<file path="src/rtl/down_counter.sv">
// Loadable down-counter: counts dec events from a loaded value to zero, pulses done
// on expiry and flags decrements past zero. Option macro: DOWN_COUNTER_WRAP_EN.
module down_counter #(
    parameter int WIDTH = 8
) (
    input  logic             aclk,
    input  logic             arst,
    input  logic             clr,
    input  logic             load,
    input  logic [WIDTH-1:0] load_val,
    input  logic             dec,
    output logic [WIDTH-1:0] out,
    output logic             zero,
    output logic             done,
    output logic             underflow,
    output logic [1:0]       state
);

    typedef enum logic [1:0] {
        ST_IDLE    = 2'd0,
        ST_RUN     = 2'd1,
        ST_EXPIRED = 2'd2
    } state_t;

    localparam logic [WIDTH-1:0] CNT_ZERO_C = '0;
    localparam logic [WIDTH-1:0] CNT_ONE_C  = WIDTH'(1);
    localparam logic [WIDTH-1:0] CNT_MAX_C  = '1;

    state_t           state_r;
    logic [WIDTH-1:0] count_r;
    logic             zero_r;
    logic             done_r;
    logic             underflow_r;

    // Counter FSM: clr beats load beats dec; zero is kept in step with every count write.
    always_ff @(posedge aclk or posedge arst) begin
        if (arst) begin
            state_r     <= ST_IDLE;
            count_r     <= CNT_ZERO_C;
            zero_r      <= 1'b1;
            done_r      <= 1'b0;
            underflow_r <= 1'b0;
        end else begin
            done_r <= 1'b0;
            if (clr) begin
                state_r     <= ST_IDLE;
                count_r     <= CNT_ZERO_C;
                zero_r      <= 1'b1;
                underflow_r <= 1'b0;
            end else if (load) begin
                count_r <= load_val;
                zero_r  <= (load_val == CNT_ZERO_C);
                state_r <= (load_val == CNT_ZERO_C) ? ST_EXPIRED : ST_RUN;
            end else begin
                case (state_r)
                    ST_IDLE: begin
                        state_r <= ST_IDLE;
                    end
                    ST_RUN: begin
                        if (dec) begin
                            count_r <= count_r - CNT_ONE_C;
                            if (count_r == CNT_ONE_C) begin
                                zero_r  <= 1'b1;
                                done_r  <= 1'b1;
                                state_r <= ST_EXPIRED;
                            end else begin
                                zero_r  <= 1'b0;
                                state_r <= ST_RUN;
                            end
                        end else begin
                            state_r <= ST_RUN;
                        end
                    end
                    ST_EXPIRED: begin
                        if (dec) begin
                            underflow_r <= 1'b1;
`ifdef DOWN_COUNTER_WRAP_EN
                            count_r <= CNT_MAX_C;
                            zero_r  <= 1'b0;
                            state_r <= ST_RUN;
`else
                            count_r <= CNT_ZERO_C;
                            zero_r  <= 1'b1;
                            state_r <= ST_EXPIRED;
`endif
                        end else begin
                            state_r <= ST_EXPIRED;
                        end
                    end
                    // Encoding 3 is unreachable; fall back to a clean idle counter.
                    default: begin
                        state_r <= ST_IDLE;
                        count_r <= CNT_ZERO_C;
                        zero_r  <= 1'b1;
                    end
                endcase
            end
        end
    end

    assign out       = count_r;
    assign zero      = zero_r;
    assign done      = done_r;
    assign underflow = underflow_r;
    assign state     = state_r;

endmodule

</file>
<file path="config.mk">
export PLATFORM = sky130hd
export DESIGN_NAME = down_counter
export DESIGN_NICKNAME = d
export VERILOG_FILES = /design/src/rtl/down_counter.sv
export SDC_FILE = /design/constraint.sdc
export NUM_CORES = 1
export LEC_CHECK = 0
export CELL_PAD_IN_SITES_DETAIL_PLACEMENT = 2
export CELL_PAD_IN_SITES_GLOBAL_PLACEMENT = 2
export CORE_UTILIZATION = 28
export DETAILED_ROUTE_END_ITERATION = 7
export PLACE_DENSITY_LB_ADDON = 0.1
export REMOVE_ABC_BUFFERS = 1
export SLEW_MARGIN = 20
export SYNTH_ARGS = -nofsm -noshare
export SYNTH_HDL_FRONTEND = slang
export SYNTH_SLANG_ARGS = --single-unit
export TNS_END_PERCENT = 1
</file>
<file path="constraint.sdc">
create_clock -name aclk -period 2.6 [get_ports aclk]
set_clock_uncertainty 0.05 [all_clocks]
set_input_delay 0.26 -clock aclk [delete_from_list [all_inputs] [get_ports aclk]]
set_output_delay 0.26 -clock aclk [all_outputs]
set_load 0.02 [all_outputs]
</file>
==> results.json <==
{
  "synth_cells": 89,
  "seq_power_share_pct": 44.3,
  "tritoncts.num_buffers": 3,
  "nNetsFinal": 135,
  "dp.cells": 143,
  "cp_max_fo": 6,
  "gp_congestion": 0.770,
  "first_iter_violations": 14,
  "hold_class": "in -> async",
  "multi_input_area_um2": 453,
  "drive_gt1_share_pct": 8.62,
  "setup_violations": 0,
  "grt_start_max_net_pins": 14,
  "post-route-util_pct": 40.6,
  "grtUsageTotal_pct": 17.4,
  "swShare_pct": 33.6,
  "grt-ovfl-total": 0,
  "outcome": "completed",
  "core-area_um2": 2780,
  "max-cap-violations": 0,
  "vias": 799,
  "ios": 26,
  "cts_sinks": 13,
  "route.detailed.wl_per_inst_um": 17.1,
  "clkSlewWorstSetupHoldPaths_ps": 80,
  "grt_pass1_vias": 834,
  "tightest_slew_ps": 538,
  "slew_headroom_pct": 64.1,
  "drt-total-wl_um": 2520,
  "crit_slowest_cell": "o21ai_1",
  "syn_avg_cell_area_um2": 9.32,
  "clock_power_share_pct": 24.8,
  "worstPathCellList": "inv_1 -> ha_1 -> o21ba_2 -> o21ai_1 -> o21ai_0 -> a22o_1",
  "synth_area_um2": 830,
  "clk_latency_ps": 280,
  "dieArea_um2": 3180,
  "fillers": 313,
  "r2r_start": "state[1]",
  "synth_top_family_by_area": "compound AO/OA/AOI/OAI gates",
  "post_cts_buffers": 0,
  "root_buffer": "clkbuf_4",
  "crit_path_max_incr_delay_ps": 400,
  "crit_family": "compound AO/OA/AOI/OAI gates",
  "p_leak_nw": 0.470,
  "synth-adder-area-share_pct": 7.54,
  "synth-async-reset-ratio_pct": 100,
  "yosysWarnings": 0,
  "worstPathArrival_ps": 2000,
  "ant_nets": 0,
  "holdWs_ps": 267,
  "power_density_nw_per_um2": 470,
  "seqCellArea_um2": 327,
  "tns_ps": 0,
  "grt_pass1_wl_um": 4120,
  "slew_viol_final": 0,
  "synth_xor_area_share_pct": 0,
  "antenna-diode-count": 0,
  "synth_cell_types": 35,
  "io_buffers": 25,
  "hold_violations": 0,
  "max_freq_mhz": 533,
  "drt_first_pass_iters": 4,
  "combPwrFrac_pct": 30.9,
  "stdcell_count": 147,
  "drc_errors": 0,
  "ys_seq_area_share_pct": 39.4,
  "yosys.area_share.simple_pct": 22.3,
  "postCtsResizedCells": 0,
  "startpoint": "state[1]",
  "die_h_um": 56.4,
  "num_rows": 19,
  "area_growth_pct": 36.0,
  "start_util_pct": 29.8,
  "crit_buf_inv": 1,
  "p_int_w": 0.000352,
  "holdBufCountCts": 0,
  "min_period_ps": 1880,
  "rsz0062_at_grt": "no",
  "viasPerCell": 5.44,
  "endpoint_kind": "register",
  "antenna_found_initial": 0,
  "htree_levels": 1,
  "muxShareOfSynthArea_pct": 0,
  "path_class": "reg -> reg",
  "synth_edf_count": 0,
  "synth_compound_area_share_pct": 24.7,
  "dp_hpwl_um": 1990,
  "cp-start-kind": "register",
  "ir_drop_uv": 247,
  "ys_ff_latch": 13,
  "synth_flop_cell": "dfrtp_1",
  "cts_buffer_depth": 2,
  "die_width_um": 56.4,
  "required_ps": 2720,
  "cts_tree": "built",
  "p_sw_w": 0.000178,
  "finalCritPeriodShare_pct": 72.2
}
layout make-up:
cell class	count	area share (%)
Clock buffer	4	2.33
Inverter	9	2.99
Tap cell	31	3.44
Timing Repair Buffer	25	22.2
Multi-Input combinational cell	65	40.1
Sequential cell	13	28.9
per-layer routing:
layer	routed length (um)	track usage (%)	part of all wire (%)	vias up
met3	62	2.76	2.5	5
met4	44	7.32	1.7	0
li1	-	-	-	380
met2	1270	29.2	51	17
met5	0	0	0	-
met1	1130	21.9	45	397
cells by family after synthesis:
group           Yosys count
compound gates           31
flops                    13
simple gates             29
buf+inv                  11
fa+ha+maj                 5
flip-flops by register name, summed over array words and instances, names as in the netlist:
register   flops
state          2
underflow      1
out            8
zero           1
done           1
cells in the mapped netlist (2+ instances only):
| cell type | number | area [um2] |
|---|---|---|
| nor2b_1 | 3 | 18.8 |
| dfrtp_1 | 12 | 300 |
| a21oi_1 | 4 | 20.0 |
| o21ai_1 | 8 | 40.0 |
| a32oi_1 | 3 | 26.3 |
| ha_1 | 5 | 62.6 |
| nor2_1 | 10 | 37.5 |
| o22ai_1 | 2 | 12.5 |
| nor3_1 | 3 | 15.0 |
| inv_1 | 9 | 33.8 |
| nand2_1 | 2 | 7.51 |
| o2bb2ai_1 | 2 | 17.5 |
| a22oi_1 | 2 | 15.0 |
| a31oi_1 | 3 | 18.8 |
worst paths after layout:
check | end | slack (ps) | depth (start not counted)
max | out[3] | 720 | 6
min | underflow | 270 | 2
max reg2reg | out[3] | 720 | 6
min reg2reg | underflow | 450 | 2
max in group asynchronous | zero | 1870 | 2
min in group aclk | underflow | 450 | 2
cells in the final DEF (no fill, tap or decap), types with 2 or more instances in the layout:
master	Yosys	routed
a31oi_1	3	3
a22oi_1	2	2
nand2_1	2	2
nor2_1	10	10
clkbuf_4	0	3
o22ai_1	2	2
a21oi_1	4	4
clkdlybuf4s50_1	0	25
o2bb2ai_1	2	2
a32oi_1	3	3
dfrtp_1	12	12
o21ai_1	8	8
ha_1	5	5
nor2b_1	3	3
nor3_1	3	3
inv_1	9	9
stage by stage:
step / cell area, um2 / total power (W) / setup slack [ps]
floorplan: 813 / 0.000327 / 860
global placement: 1100 / 0.000401 / 684
detailed placement: 1100 / 0.000404 / 641
CTS: 1130 / 0.000541 / 697
global route: 1130 / 0.000564 / 559
finish: 1130 / 0.000530 / 723
power by group through the flow:
stage / clock network [W] / logic, W / registers (W)
finish: 0.000132 / 0.000164 / 0.000235
global route: 0.000147 / 0.000179 / 0.000238
CTS: 0.000140 / 0.000166 / 0.000235
detailed placement: 0 / 0.000165 / 0.000239
global placement: 0 / 0.000163 / 0.000238
floorplan: 0 / 0.0000745 / 0.000253
Power figures use the tool's default switching activity.
